==> src/rtl/otter_intr_ctrl_if.sv <==
// Signal bundle between the interrupt controller (master) and the CU/CSR side (slave).
// Inputs come from the raw lines and the CSR file. Outputs go to the CU and to software.
interface otter_intr_ctrl_if #(
  parameter int NUM_SRC = 4
);
  localparam int ID_W = $clog2(NUM_SRC);

  logic [NUM_SRC-1:0] irq_in;
  logic [NUM_SRC-1:0] irq_mask;
  logic               mie;
  logic               int_taken;
  logic               mret_exec;
  logic               intr;
  logic [ID_W-1:0]    irq_id;
  logic [NUM_SRC-1:0] irq_pending;
  logic               in_service;

  modport master (
    input  irq_in, irq_mask, mie, int_taken, mret_exec,
    output intr, irq_id, irq_pending, in_service
  );

  modport slave (
    output irq_in, irq_mask, mie, int_taken, mret_exec,
    input  intr, irq_id, irq_pending, in_service
  );
endinterface

==> src/rtl/otter_intr_ctrl.sv <==
// Fixed-priority interrupt controller for the OTTER CU: intr rises 1 clk after pending and holds until int_taken.
// The request is withdrawn if mie or the mask drops. INTC_LEVEL_MODE_EN selects level-sensitive pending instead of edge latching.
module otter_intr_ctrl #(
  parameter int NUM_SRC     = 4,
  parameter int SYNC_STAGES = 2
) (
  input  logic               clk,
  input  logic               RST,
  otter_intr_ctrl_if.master  bus
);
  localparam int ID_W = $clog2(NUM_SRC);

  typedef enum logic [1:0] {IDLE, REQ, SERVICE} state_t;

  state_t             state, state_nxt;
  logic [NUM_SRC-1:0] sync_q [SYNC_STAGES];
  logic [NUM_SRC-1:0] sync_lvl;
  logic [NUM_SRC-1:0] pending;
  logic [NUM_SRC-1:0] eligible;
  logic [ID_W-1:0]    id_q, id_nxt, low_id;
  logic               intr_q, intr_nxt;
  logic               srv_q, srv_nxt;
  logic               take;
  logic               line_drop;

  always_ff @(posedge clk or posedge RST) begin
    if (RST) begin
      for (int k = 0; k < SYNC_STAGES; k++) sync_q[k] <= '0;
    end else begin
      sync_q[0] <= bus.irq_in;
      for (int k = 1; k < SYNC_STAGES; k++) sync_q[k] <= sync_q[k-1];
    end
  end

  assign sync_lvl = sync_q[SYNC_STAGES-1];
  assign take     = (state == REQ) && bus.int_taken;

`ifdef INTC_LEVEL_MODE_EN
  // Pending tracks the line itself; the source clears it by deasserting.
  assign pending   = sync_lvl;
  assign line_drop = ~pending[id_q];
`else
  logic [NUM_SRC-1:0] hist_q;
  logic [NUM_SRC-1:0] pending_q;
  logic [NUM_SRC-1:0] clr_vec;

  assign clr_vec   = take ? (NUM_SRC'(1) << id_q) : '0;
  assign pending   = pending_q;
  assign line_drop = 1'b0;

  // A new edge in the same cycle as the clear leaves the bit set.
  always_ff @(posedge clk or posedge RST) begin
    if (RST) begin
      hist_q    <= '0;
      pending_q <= '0;
    end else begin
      hist_q    <= sync_lvl;
      pending_q <= (pending_q & ~clr_vec) | (sync_lvl & ~hist_q);
    end
  end
`endif

  assign eligible = pending & bus.irq_mask;

  always_comb begin
    low_id = '0;
    for (int i = NUM_SRC - 1; i >= 0; i--) begin
      if (eligible[i]) low_id = ID_W'(i);
    end
  end

  always_comb begin
    state_nxt = state;
    id_nxt    = id_q;
    intr_nxt  = intr_q;
    srv_nxt   = srv_q;
    case (state)
      IDLE: begin
        if (bus.mie && (|eligible)) begin
          id_nxt    = low_id;
          intr_nxt  = 1'b1;
          state_nxt = REQ;
        end
      end
      REQ: begin
        if (take) begin
          intr_nxt  = 1'b0;
          srv_nxt   = 1'b1;
          state_nxt = SERVICE;
        end else if (!bus.mie || !bus.irq_mask[id_q] || line_drop) begin
          intr_nxt  = 1'b0;
          state_nxt = IDLE;
        end
      end
      SERVICE: begin
        if (bus.mret_exec) begin
          srv_nxt   = 1'b0;
          state_nxt = IDLE;
        end
      end
      default: begin
        intr_nxt  = 1'b0;
        srv_nxt   = 1'b0;
        state_nxt = IDLE;
      end
    endcase
  end

  always_ff @(posedge clk or posedge RST) begin
    if (RST) begin
      state  <= IDLE;
      id_q   <= '0;
      intr_q <= 1'b0;
      srv_q  <= 1'b0;
    end else begin
      state  <= state_nxt;
      id_q   <= id_nxt;
      intr_q <= intr_nxt;
      srv_q  <= srv_nxt;
    end
  end

  assign bus.intr        = intr_q;
  assign bus.irq_id      = id_q;
  assign bus.irq_pending = pending;
  assign bus.in_service  = srv_q;
endmodule

==> src/flat_wrapper.sv <==
// flat-port wrapper written by rule: the top's interface ports become plain ports
module otter_intr_ctrl_flat 
#(
  parameter int NUM_SRC     = 4,
  parameter int SYNC_STAGES = 2
)
  (clk, RST, bus_irq_in, bus_irq_mask, bus_mie, bus_int_taken, bus_mret_exec, bus_intr, bus_irq_id, bus_irq_pending, bus_in_service);
  otter_intr_ctrl_if #(.NUM_SRC(NUM_SRC)) bus_i ();
  input  logic clk;
  input  logic RST;
  input wire logic [$bits(bus_i.irq_in)-1:0] bus_irq_in;
  input wire logic [$bits(bus_i.irq_mask)-1:0] bus_irq_mask;
  input wire logic [$bits(bus_i.mie)-1:0] bus_mie;
  input wire logic [$bits(bus_i.int_taken)-1:0] bus_int_taken;
  input wire logic [$bits(bus_i.mret_exec)-1:0] bus_mret_exec;
  output wire logic [$bits(bus_i.intr)-1:0] bus_intr;
  output wire logic [$bits(bus_i.irq_id)-1:0] bus_irq_id;
  output wire logic [$bits(bus_i.irq_pending)-1:0] bus_irq_pending;
  output wire logic [$bits(bus_i.in_service)-1:0] bus_in_service;
  assign bus_i.irq_in = bus_irq_in;
  assign bus_i.irq_mask = bus_irq_mask;
  assign bus_i.mie = bus_mie;
  assign bus_i.int_taken = bus_int_taken;
  assign bus_i.mret_exec = bus_mret_exec;
  assign bus_intr = bus_i.intr;
  assign bus_irq_id = bus_i.irq_id;
  assign bus_irq_pending = bus_i.irq_pending;
  assign bus_in_service = bus_i.in_service;
  otter_intr_ctrl #(.NUM_SRC(NUM_SRC), .SYNC_STAGES(SYNC_STAGES)) u_core (.clk(clk), .RST(RST), .bus(bus_i));
endmodule
==> config.mk <==
export PLATFORM = sky130hd
export DESIGN_NAME = otter_intr_ctrl_flat
export DESIGN_NICKNAME = d
export VERILOG_FILES = /design/src/rtl/otter_intr_ctrl_if.sv /design/src/rtl/otter_intr_ctrl.sv /design/src/flat_wrapper.sv
export SDC_FILE = /design/constraint.sdc
export NUM_CORES = 1
export LEC_CHECK = 0
export CAP_MARGIN = 25
export CORE_MARGIN = 2
export CORE_UTILIZATION = 30
export DETAILED_ROUTE_END_ITERATION = 16
export MAX_ROUTING_LAYER = met4
export REMOVE_ABC_BUFFERS = 1
export SKIP_CTS_REPAIR_TIMING = 1
export SYNTH_ARGS = -nofsm -noshare
export SYNTH_HDL_FRONTEND = slang
export SYNTH_SLANG_ARGS = --single-unit
==> constraint.sdc <==
create_clock -name clk -period 1.55 [get_ports clk]
set_clock_uncertainty 0.05 [all_clocks]
set_input_delay 0.31 -clock clk [delete_from_list [all_inputs] [get_ports clk]]
set_output_delay 0.31 -clock clk [all_outputs]
set_load 0.01 [all_outputs]
; ---- After elaboration in Yosys (flattened, before gate mapping)
; Index checks and enable logic that the tools add are counted.
; W data, S select, Z words.
[totals]
ff_bits = 22
word_cells = 54
out_inout_bits = 8
[op_classes]
shifts = 1
bitwise = 8
n_eq_ne = 6
reduce_logical = 11
mux = 19
magnitude_cmp = 1
[op_table]
columns = operator, count
row1 = $mux W2, 8
row2 = $and A4 B4 Y4, 3
row3 = $reduce_and A3 Y1, 3
row4 = $not A4 Y4, 2
row5 = $mux W1, 6
row6 = $pmux W1 S3, 2
row7 = $pmux W2 S3, 1
row8 = $mux W4, 1
row9 = $ne A2 B1 Y1 const B, 2
row10 = $or A4 B4 Y4, 1
row11 = $reduce_or A4 Y1, 1
row12 = $shl A1 B2 Y4 const A, 1
row13 = $lt A2 B3 Y1 const B, 1
row14 = $ne A3 B2 Y1 const B, 1
row15 = $bmux W1 S2, 1
row16 = $eq A2 B1 Y1 const B, 1
row17 = $eq A2 B2 Y1 const B, 1
row18 = $logic_and A1 B1 Y1, 2
row19 = $logic_not A1 Y1, 2
row20 = $logic_not A2 Y1, 1
row21 = $ne A2 B2 Y1 const B, 1
row22 = $not A1 Y1, 2
row23 = $reduce_and A2 Y1, 1
row24 = $logic_or A1 B1 Y1, 1

; ---- Logic depth before layout (Yosys ltp)
[depth]
word_depth = 7
ltp_mapped = 4
mapped_depth_nobuf = 4

; ---- Least setup slack after synthesis
; Ideal clock, no wire load.
[synth_path]
path_kind = register to register
start = register u_core.id_q[1], in the netlist u_core.bus.irq_id[1]
end = register u_core.intr_q, in the netlist u_core.bus.intr
path_stages_with_launch = 5
slack_ps = -38
setup_time_ps = 118
t_arrival_ps = 1420
required_time_ps = 1382
path_buffers = 0
path_cell_list = dfrtp_1 -> mux4_2 -> nor3b_2 -> nand2b_1 -> a21o_1
[synth_via]
elab_chain_len = 6
[synth_rtl]
columns = element, line_no
row1 = from (decl), otter_intr_ctrl.sv:20  ; logic [ID_W-1:0] id_q, id_nxt, low_id;
row2 = from (signal assigned), otter_intr_ctrl.sv:117  ; id_q <= id_nxt;
row3 = $bmux W1 S2, otter_intr_ctrl.sv:90  ; end else if (!bus.mie || !bus.irq_mask[id_q] || line_drop) begin
row4 = $mux W1 (not written as such), otter_intr_ctrl.sv:90
row5 = $logic_not A1 Y1, otter_intr_ctrl.sv:90
row6 = $logic_or A1 B1 Y1, otter_intr_ctrl.sv:90
row7 = $ne A3 B2 Y1 (no line), --
row8 = $reduce_and A3 Y1 (no line), --
row9 = to (signal assigned), otter_intr_ctrl.sv:118  ; intr_q <= intr_nxt;
row10 = to (decl), otter_intr_ctrl.sv:21  ; logic intr_q, intr_nxt;
; Every way passes these cells. The select of a mux whose other input is x is not followed.
; A chain may end at the register's enable or synchronous reset.

; ---- Worst setup path in the final report
[layout_path]
start = input bus_irq_mask[0]
end = register u_core.intr_q, in the netlist u_core.bus.intr
[layout_via]
elab_chain_len = 6
[layout_rtl]
columns = element, line_no
row1 = from (decl), flat_wrapper.sv:12  ; input wire logic [$bits(bus_i.irq_mask)-1:0] bus_irq_mask;
row2 = $bmux W1 S2, otter_intr_ctrl.sv:90
row3 = $mux W1 (not written as such), otter_intr_ctrl.sv:90
row4 = $logic_not A1 Y1, otter_intr_ctrl.sv:90
row5 = $logic_or A1 B1 Y1, otter_intr_ctrl.sv:90
row6 = $ne A3 B2 Y1 (no line), --
row7 = $reduce_and A3 Y1 (no line) *, --
; Mark *: on every way between the ends. The rest lies on a longest branch, timed or not. The select of a mux whose other input is x is not followed.

==> run metrics <==
1st-iter DRT viols 7; CP max FO 2; Pins Over Slew Limit 0; crit path kind primary input to register; worst hold path class primary input to asynchronous set/reset pin; Synth Instances 62; Synth-to-Final Area Change 51.71%; most common cell after layout, fill and taps aside dfrtp_1; layout cells sized above 1 roughly a quarter; crit path DAT roughly 1.7 ns; Initial Util 32.13%; antenna violations before repair 0; site row count 18; Fmax approximately 0.66 GHz; Max Cap Viol 0; fin crit period about 1.5 ns; CTS Buf Count 3; Peak VDD IR roughly 0.00058 V; die height around 56 um; Static Leak ~0.59 nW; H-tree lvl count 1; Setup Slack @ Placement -0.3617 ns; Synth Cell Area 803.3 um2; area of the die slightly above 0.003 mm2; critical path launch point type primary input; Tot GR Track Use roughly a tenth; Placer Congestion approximately 0.81; period utilization 97.44%; max layer used met4; Multi-input gate area around 250 um2; Rel. slew slack between 70% and 80%; utilization after layout ~49%; power density over the cells roughly 1400 mW/mm2; TritonCTS clock tree done; met3 WL 56 um; via count ~580; Post-DP HPWL approximately 1.1 mm; # fillers approximately 230; GRT Residual Overflow 0; length of routed met2 wiring 829 um; Final nets about 110; total wire length between 1.5 and 2 mm; Setup Viol. Count Final 0; Yosys Warn Count 0; syn avg cell area about 13 um2; root buffer cell clkbuf_4; worst skew pair latency 0.30 ns; final hold vios 0; antenna-violating nets left 0; library cells used by synthesis 20; post-synthesis sequential area ratio 68.54%; Clock Path Buffers 2; DRC Markers 0; commonest non-fill, non-tap cells in the layout dfrtp_1 (21), buf_4 (14), clkdlybuf4s50_1 (10), dlymetal6s2s_1 (10); vias per cell between 4 and 5; Core Area 0.002500 mm2; drt pass-1 iters 4; CP endpoint kind register; Port Buffer Count 20; vias in the first global route ~520; Main synth FF type dfrtp_1; die width 55.75 um; Tightest Pin Transition 0.3559 ns; Clock Pin Slew Worst Setup and Hold Paths between 0.1 and 0.15 ns; pin count of the biggest net entering global routing 23; Yosys reg bits 22; post-route setup slack ~0.04 ns; I/O pin cnt 21; CP required around 1.7 ns; ant diodes 0; Avg WL per Cell approximately 12 um; first-pass GRT wire length between 2 and 2.5 mm; Post-synth EDFFs 0; Sink Count 22; RSZ-0062 raised after global routing false; met1 wire length 641 um; status finished, final reports clean; Post-synth ARST share 100.0%; FF/Latch Area between 500 and 600 um2
[path summary, 6_finish.rpt]
kind / start / end / slack, ns / cells past startpoint
worst max-delay path: bus_irq_mask[0] / u_core.bus.intr / 0.04 / 5
worst min-delay path: RST / u_core.bus.in_service / 0.28 / 3
worst max register to register: u_core.bus.irq_id[1] / u_core.bus.intr / 0.06 / 4
worst min register to register: u_core.sync_q[5] / u_core.sync_lvl[1] / 0.31 / 0
max in group asynchronous: RST / u_core.bus.irq_id[0] / 0.94 / 3
min in group clk: u_core.sync_q[5] / u_core.sync_lvl[1] / 0.31 / 0
[per-layer routing]
metal  up-vias  GRT usage [%]
li1        289              -
met1       276          12.02
met2        13          16.67
met3         3          2.791
met4         0          4.181
met5         -              -
[registers in the layout, summed over array words and instances, names as in the netlist]
| register | flops |
|---|---|
| u_core.bus.irq_pending | 4 |
| u_core.hist_q | 4 |
| u_core.sync_lvl | 4 |
| u_core.sync_q | 4 |
| u_core.bus.irq_id | 2 |
| u_core.state | 2 |
| u_core.bus.in_service | 1 |
| u_core.bus.intr | 1 |
[Yosys cell counts, types with 2 or more instances]
cell	number	area share, %
a22o_1	2	2.2
inv_1	6	2.8
a21oi_1	4	2.5
nand2_1	5	2.3
o31ai_1	2	1.9
o21ai_0	6	3.7
nand2b_1	2	1.6
dfrtp_1	22	69
nor2_1	2	0.93
[final cells by class]
cell class | instances | share of cell area, %
clock buffers | 3 | 1.848
inverters | 6 | 1.848
multi-input cells | 34 | 20.84
flip-flops and latches | 22 | 45.28
well taps | 30 | 3.080
repair buffers | 34 | 27.10
[power breakdown]
| group | total [mW] | internal (mW) | switching, mW |
|---|---|---|---|
| Clock | 0.244 | 0.0906 | 0.153 |
| Combinational | 0.645 | 0.397 | 0.248 |
| Sequential | 0.786 | 0.686 | 0.101 |
[stage by stage]
step	power (mW)	cells	cell area, um2	TNS [ns]	hold slack [ns]
after floorplan	1.030	62	803.3	-0.03778	0.2492
after global placement	1.353	121	1109	-0.8709	0.2867
after detailed placement	1.371	121	1109	-0.9539	0.2847
after CTS	1.626	124	1131	-0.8605	0.2742
after global routing	1.786	129	1219	0	0.2958
final	1.675	129	1219	0	0.2761
[critical path, stage by stage]
cell and delay, ns:
clkdlybuf4s50_1 0.43, mux4_2 0.48, nor3b_4 0.17, nand2b_4 0.13, a21o_1 0.15
[kinds of logic after synthesis]
group	Yosys count	share of synthesized area [%]
compound gates	18	14.33
buf+inv	6	2.804
flops	22	68.54
mux	2	4.205
simple gates	14	10.12
No activity file was read; power rests on OpenSTA's default activity.
